$ cat src/rtl/apb_master_pkg.sv
// Shared constants, FSM encoding and helpers for the APB command master.
package apb_master_pkg;

  localparam int DEF_ADDR_WIDTH     = 16;
  localparam int DEF_DATA_WIDTH     = 32;
  localparam int DEF_TIMEOUT_CYCLES = 255;
  localparam int WAIT_CNT_WIDTH     = 16;

  typedef enum logic [1:0] {
    ST_IDLE   = 2'd0,
    ST_SETUP  = 2'd1,
    ST_ACCESS = 2'd2,
    ST_RESP   = 2'd3
  } apb_state_e;

  // Clamp an integer cycle limit into the wait counter range; 0 keeps the timeout disabled.
  function automatic logic [WAIT_CNT_WIDTH-1:0] wait_limit(input int cycles);
    if (cycles <= 0) return '0;
    if (cycles >= (1 << WAIT_CNT_WIDTH) - 1) return '1;
    return WAIT_CNT_WIDTH'(cycles);
  endfunction

endpackage

$ cat src/rtl/apb_wait_timer.sv
// Saturating ACCESS wait-state counter with a compare against the timeout limit.
module apb_wait_timer
  import apb_master_pkg::*;
(
  input  logic                      clk,
  input  logic                      rst,
  input  logic                      clear,
  input  logic                      run,
  input  logic [WAIT_CNT_WIDTH-1:0] limit,
  output logic                      expired
);

  logic [WAIT_CNT_WIDTH-1:0] r_count;

  // NOTE: sequential state uses non-blocking assignments so every flop samples pre-edge values.
  always_ff @(posedge clk or posedge rst) begin
    if (rst) begin
      r_count <= '0;
    end else if (clear) begin
      r_count <= '0;
    end else if (run && (r_count != '1)) begin
      r_count <= r_count + WAIT_CNT_WIDTH'(1);
    end
  end

  // The count holds the number of wait cycles already seen in this ACCESS phase.
  assign expired = (limit != '0) && (r_count == limit);

endmodule

$ cat src/rtl/apb_cmd_master.sv
// Command/response to APB bridge: one transfer at a time, all outputs registered.
module apb_cmd_master
  import apb_master_pkg::*;
#(
  parameter int ADDR_WIDTH     = DEF_ADDR_WIDTH,
  parameter int DATA_WIDTH     = DEF_DATA_WIDTH,
  parameter int TIMEOUT_CYCLES = DEF_TIMEOUT_CYCLES
) (
  input  logic                    clk,
  input  logic                    rst,
  input  logic                    cmd_valid,
  output logic                    cmd_ready,
  input  logic                    cmd_write,
  input  logic [ADDR_WIDTH-1:0]   cmd_addr,
  input  logic [DATA_WIDTH-1:0]   cmd_wdata,
  input  logic [DATA_WIDTH/8-1:0] cmd_strb,
  input  logic [2:0]              cmd_prot,
  output logic                    rsp_valid,
  input  logic                    rsp_ready,
  output logic [DATA_WIDTH-1:0]   rsp_rdata,
  output logic                    rsp_err,
  output logic                    rsp_timeout,
  output logic                    apb_psel,
  output logic                    apb_penable,
  output logic                    apb_pwrite,
  output logic [ADDR_WIDTH-1:0]   apb_paddr,
  output logic [DATA_WIDTH-1:0]   apb_pwdata,
  output logic [DATA_WIDTH/8-1:0] apb_pstrb,
  output logic [2:0]              apb_pprot,
  input  logic [DATA_WIDTH-1:0]   apb_prdata,
  input  logic                    apb_pready,
  input  logic                    apb_pslverr
);

  localparam int                        STRB_WIDTH = DATA_WIDTH / 8;
  localparam logic [WAIT_CNT_WIDTH-1:0] LP_LIMIT   = wait_limit(TIMEOUT_CYCLES);
  localparam logic [ADDR_WIDTH-1:0]     LP_ADDR_MASK = {{(ADDR_WIDTH-2){1'b1}}, 2'b00};

  apb_state_e              r_state, w_state_nxt;
  logic                    r_cmd_ready, w_cmd_ready_nxt;
  logic                    r_psel, w_psel_nxt;
  logic                    r_penable, w_penable_nxt;
  logic                    r_pwrite, w_pwrite_nxt;
  logic [ADDR_WIDTH-1:0]   r_paddr, w_paddr_nxt;
  logic [DATA_WIDTH-1:0]   r_pwdata, w_pwdata_nxt;
  logic [STRB_WIDTH-1:0]   r_pstrb, w_pstrb_nxt;
  logic [2:0]              r_pprot, w_pprot_nxt;
  logic                    r_rsp_valid, w_rsp_valid_nxt;
  logic [DATA_WIDTH-1:0]   r_rsp_rdata, w_rsp_rdata_nxt;
  logic                    r_rsp_err, w_rsp_err_nxt;
  logic                    r_rsp_timeout, w_rsp_timeout_nxt;
  logic                    w_expired;

  apb_wait_timer u_wait_timer (
    .clk     (clk),
    .rst     (rst),
    .clear   (r_state != ST_ACCESS),
    .run     ((r_state == ST_ACCESS) && !apb_pready),
    .limit   (LP_LIMIT),
    .expired (w_expired)
  );

  // NOTE: every signal gets a default before the case so no path leaves it unassigned (no latches).
  always_comb begin
    w_state_nxt       = r_state;
    w_psel_nxt        = r_psel;
    w_penable_nxt     = r_penable;
    w_pwrite_nxt      = r_pwrite;
    w_paddr_nxt       = r_paddr;
    w_pwdata_nxt      = r_pwdata;
    w_pstrb_nxt       = r_pstrb;
    w_pprot_nxt       = r_pprot;
    w_rsp_valid_nxt   = r_rsp_valid;
    w_rsp_rdata_nxt   = r_rsp_rdata;
    w_rsp_err_nxt     = r_rsp_err;
    w_rsp_timeout_nxt = r_rsp_timeout;
    case (r_state)
      ST_IDLE: begin
        if (cmd_valid && r_cmd_ready) begin
          w_state_nxt   = ST_SETUP;
          w_psel_nxt    = 1'b1;
          w_penable_nxt = 1'b0;
          w_pwrite_nxt  = cmd_write;
          w_paddr_nxt   = cmd_addr & LP_ADDR_MASK;
          w_pwdata_nxt  = cmd_wdata;
          w_pstrb_nxt   = cmd_write ? cmd_strb : '0;
          w_pprot_nxt   = cmd_prot;
        end
      end
      ST_SETUP: begin
        w_state_nxt   = ST_ACCESS;
        w_penable_nxt = 1'b1;
      end
      ST_ACCESS: begin
        // A slave answer on the limit cycle wins over the timeout.
        if (apb_pready) begin
          w_state_nxt       = ST_RESP;
          w_psel_nxt        = 1'b0;
          w_penable_nxt     = 1'b0;
          w_rsp_valid_nxt   = 1'b1;
          w_rsp_rdata_nxt   = r_pwrite ? '0 : apb_prdata;
          w_rsp_err_nxt     = apb_pslverr;
          w_rsp_timeout_nxt = 1'b0;
        end else if (w_expired) begin
          w_state_nxt       = ST_RESP;
          w_psel_nxt        = 1'b0;
          w_penable_nxt     = 1'b0;
          w_rsp_valid_nxt   = 1'b1;
          w_rsp_rdata_nxt   = '0;
          w_rsp_err_nxt     = 1'b1;
          w_rsp_timeout_nxt = 1'b1;
        end
      end
      ST_RESP: begin
        if (rsp_ready) begin
          w_state_nxt     = ST_IDLE;
          w_rsp_valid_nxt = 1'b0;
        end
      end
      default: w_state_nxt = ST_IDLE;
    endcase
    w_cmd_ready_nxt = (w_state_nxt == ST_IDLE);
  end

  always_ff @(posedge clk or posedge rst) begin
    if (rst) begin
      r_state       <= ST_IDLE;
      r_cmd_ready   <= 1'b0;
      r_psel        <= 1'b0;
      r_penable     <= 1'b0;
      r_pwrite      <= 1'b0;
      r_paddr       <= '0;
      r_pwdata      <= '0;
      r_pstrb       <= '0;
      r_pprot       <= '0;
      r_rsp_valid   <= 1'b0;
      r_rsp_rdata   <= '0;
      r_rsp_err     <= 1'b0;
      r_rsp_timeout <= 1'b0;
    end else begin
      r_state       <= w_state_nxt;
      r_cmd_ready   <= w_cmd_ready_nxt;
      r_psel        <= w_psel_nxt;
      r_penable     <= w_penable_nxt;
      r_pwrite      <= w_pwrite_nxt;
      r_paddr       <= w_paddr_nxt;
      r_pwdata      <= w_pwdata_nxt;
      r_pstrb       <= w_pstrb_nxt;
      r_pprot       <= w_pprot_nxt;
      r_rsp_valid   <= w_rsp_valid_nxt;
      r_rsp_rdata   <= w_rsp_rdata_nxt;
      r_rsp_err     <= w_rsp_err_nxt;
      r_rsp_timeout <= w_rsp_timeout_nxt;
    end
  end

  assign cmd_ready   = r_cmd_ready;
  assign apb_psel    = r_psel;
  assign apb_penable = r_penable;
  assign apb_pwrite  = r_pwrite;
  assign apb_paddr   = r_paddr;
  assign apb_pwdata  = r_pwdata;
  assign apb_pstrb   = r_pstrb;
  assign apb_pprot   = r_pprot;
  assign rsp_valid   = r_rsp_valid;
  assign rsp_rdata   = r_rsp_rdata;
  assign rsp_err     = r_rsp_err;
  assign rsp_timeout = r_rsp_timeout;

endmodule

$ cat config.mk
export PLATFORM = sky130hd
export DESIGN_NAME = apb_cmd_master
export DESIGN_NICKNAME = d
export VERILOG_FILES = /design/src/rtl/apb_master_pkg.sv /design/src/rtl/apb_wait_timer.sv /design/src/rtl/apb_cmd_master.sv
export SDC_FILE = /design/constraint.sdc
export NUM_CORES = 1
export LEC_CHECK = 0
export BUFFER_PORTS_ARGS = -buffer_cell sky130_fd_sc_hd__buf_2
export CAP_MARGIN = 5
export CORE_ASPECT_RATIO = 0.5
export CORE_MARGIN = 8
export CORE_UTILIZATION = 51
export DETAILED_ROUTE_END_ITERATION = 7
export HOLD_SLACK_MARGIN = 0.1
export PLACE_DENSITY = 0.93
export SYNTH_ARGS = -nofsm -noshare
export SYNTH_HDL_FRONTEND = slang
export SYNTH_HIERARCHICAL = 1
export SYNTH_SLANG_ARGS = --single-unit
$ cat constraint.sdc
create_clock -name clk -period 3.89 [get_ports clk]
set_input_delay 0.1945 -clock clk [delete_from_list [all_inputs] [get_ports clk]]
set_output_delay 0.1945 -clock clk [all_outputs]
set_load 0.05 [all_outputs]
==> results.toml <==
[worst_setup_path]
path_class = "register to register"
start_kind = "register"
r2r_end = "u_wait_timer/r_count[15]$_DFFE_PP0P_"
regToRegSetupSlack_ps = 1060
r2r-start = "r_state[1]$_DFF_PP0_"
crit_required_ps = 4160
cpMostUsedCell = "buf_4"
cp-end-kind = "register"
worstRegToRegCells = 8
worstPathArrival_ps = 3100
cp_slowest_cell = "or4_1"
slowest_delay_ps = 520
path_cells = "nor2b_2, buf_4, inv_2, nor2_1, o41ai_2, buf_4, or4_1, a21oi_1"
path_max_fanout = 37

[run]
max_cap_viol_count = 0

[sta]
min_period_over_period_pct = 72.73
period_minus_slack_ps = 2829
tns_ps = 0
clock_skew_ps = 10.55
fin_ws_ps = 1061
tightest_slew_ps = 1013
max_freq_mhz = 353.4
setup_violations = 0
finalHoldViolations = 0
rsz0062_at_grt = "false"
max_slew_margin_pct = 32.31
slew_violations = 0

[yosys]
netlist_instances = 421
synth_top_area_cell = "dfrtp_1"
yosysSeqAreaShare_pct = 56.08
synth_top_area_share_pct = 56.08
synth_area_sq_um = 4908
ys_seq_elements = 110
synthDistinctLibCells = 47
synth_warnings = 6
synth_common_cells = "dfrtp_1 (110), mux2_2 (49), o21ai_0 (38)"
synthTopCellsByArea = "dfrtp_1 (56%), mux2_2 (11%), nand4b_1 (5.7%), o21ai_0 (3.9%), xor2_1 (3.2%)"
synth_ff_type = "dfrtp_1"
syn_area_per_cell_sq_um = 11.66
synth_edf_count = 0
synth.most_common_cell = "dfrtp_1"
async_reset_ff_share_pct = 100.0

[routing]
wl_per_cell_um = 19.57
routed_wl_um = 16060
antenna_left = 0
viasPerCell = 5.563
drt_iter0_drc = 488
drc_errors = 0
first_pass_iters = 5
num_vias = 4567

[floorplanning]
fp.dieW_um = 154.7
start_util_pct = 52.13
row_count = 25
dieArea_sq_um = 13210
core-area_sq_um = 9415
die_h_um = 85.37
pin_count = 188

[clock_network]
cts_buffer_depth = 2
clock-sinks = 110
h-tree-depth = 3
clk_latency_ps = 360
cts-buffers-inserted = 9
post_cts_buffers = 0
cts_tree = "yes"
root_buffer = "clkbuf_16"
post_cts_resized = 0
clkSlewWorstSetupHoldPaths_ps = 80

[power]
peakVddDrop_mv = 0.3462
power_leakage_nw = 3.436
power.density_nw_per_um2 = 884.8

[worst_hold_path]
whs_path_depth = 3
hp-class = "primary input to register"
hp-start = "cmd_strb[3]"
whs_endpoint = "apb_pstrb[3]$_DFFE_PP0P_"

[global_route]
grt_pass1_wl_um = 25330
grt_use_total_pct = 24.50
antenna_found_initial = 4
grt_max_degree = 60
grt_pass1_vias = 4781
overflow = 0

[place]
placed_cells = 745
gp_congestion = 0.8666
post-place-ws_ps = 1209
placed_area_sq_um = 5978
hpwl_um = 9369
portBuffers = 183

[layout]
num-nets-final = 772
design_area_sq_um = 6882
drive_gt1_share_pct = 38.12
final_cells = 821
syn2layout_area_growth_pct = 40.20

[run_status]
status = "finished, final reports clean"
state kept, by name, summed over array words and instances (netlist names):
name	cells
apb_paddr	14
apb_penable	1
apb_pprot	3
apb_psel	1
apb_pstrb	4
apb_pwdata	32
apb_pwrite	1
cmd_ready	1
r_state	2
rsp_err	1
rsp_rdata	32
rsp_timeout	1
rsp_valid	1
u_wait_timer/r_count	16
worst max path at each step:
stage                                     from                                   end  slack, ps
final                     r_state[1]$_DFF_PP0_  u_wait_timer/r_count[15]$_DFFE_PP0P_       1060
after global routing      r_state[1]$_DFF_PP0_   u_wait_timer/r_count[9]$_DFFE_PP0P_        960
after CTS                 r_state[1]$_DFF_PP0_  u_wait_timer/r_count[13]$_DFFE_PP0P_       1190
after detailed placement  r_state[1]$_DFF_PP0_  u_wait_timer/r_count[13]$_DFFE_PP0P_       1210
after global placement    r_state[1]$_DFF_PP0_  u_wait_timer/r_count[15]$_DFFE_PP0P_       1320
after floorplan                            rst             apb_paddr[10]$_DFFE_PP0P_       1250
critical path, delay by kind of cell (launching register included):
| family | cells | cell delay (ps) |
|---|---|---|
| AND/OR/NAND/NOR | 3 | 1080 |
| AO/OA/AOI/OAI | 2 | 330 |
| buffers and inverters | 3 | 860 |
| flip-flops | 1 | 460 |
kinds of logic (layout without fill, tap and decap cells):
logic type,count (synthesis),count (layout),synth area share (%)
multiplexers,51,51,11.75
other,2,38,0.1530
AO/OA/AOI/OAI,71,71,8.158
buffers and inverters,66,295,6.449
AND/OR/NAND/NOR,102,102,13.94
adder cells (fa/ha/maj),1,1,0.2549
XOR/XNOR,18,18,3.212
flip-flops,110,110,56.08
area by class of cell:
cell class,instances,area [sq um]
Clock inverter,6,93.84
Sequential cell,110,2753
Clock buffer,10,239.0
Multi-Input combinational cell,277,1978
Tap cell,135,168.9
Fill cell,584,2534
Timing Repair Buffer,242,1499
Inverter,37,140.1
Antenna cell,4,10.01
placed cells by master (no fill, tap or decap), types with 5 or more instances in the layout:
master,n
xor2_1,18
conb_1,34
nand3_1,5
nor2_1,8
clkbuf_16,9
mux2_2,49
o21ai_0,38
nand4_1,6
nand2_1,18
inv_1,35
o21ai_1,6
buf_2,183
or3_1,7
a21oi_1,13
dlygate4sd3_1,56
nand4b_1,32
nor4_1,8
dfrtp_1,110
repair_timing:
action                     in CTS  in global routing
setup endpoints to repair       0                  0
hold buffers                   56                  0
hold endpoints to repair      106                  0
per-layer routing:
layer	up-vias	track usage, %	share of wire (%)	wire length [um]
met1	2217	24.53	34	5431
met5	-	0	0	0
met3	102	6.488	6.4	1026
li1	1972	-	-	-
met4	0	18.71	7.2	1162
met2	276	43.74	53	8444
power breakdown:
part           leakage, nW  switching, mW  internal [mW]
sequential            1.39          0.318           1.61
clock                0.159          0.431          0.587
combinational         1.88           2.35          0.790
total                 3.44           3.10           2.98
through the flow:
stage	utilization (%)	hold WS, ps	power [mW]
6_report	73.09	107.0	6.089
5_1_grt	73.09	114.1	6.322
4_1_cts	72.98	102.1	6.008
3_5_place_dp	63.50	310.4	4.945
3_3_place_gp	63.50	294.2	4.852
2_1_floorplan	-	108.2	4.213
Note: power is estimated with default switching activity, not from simulation.
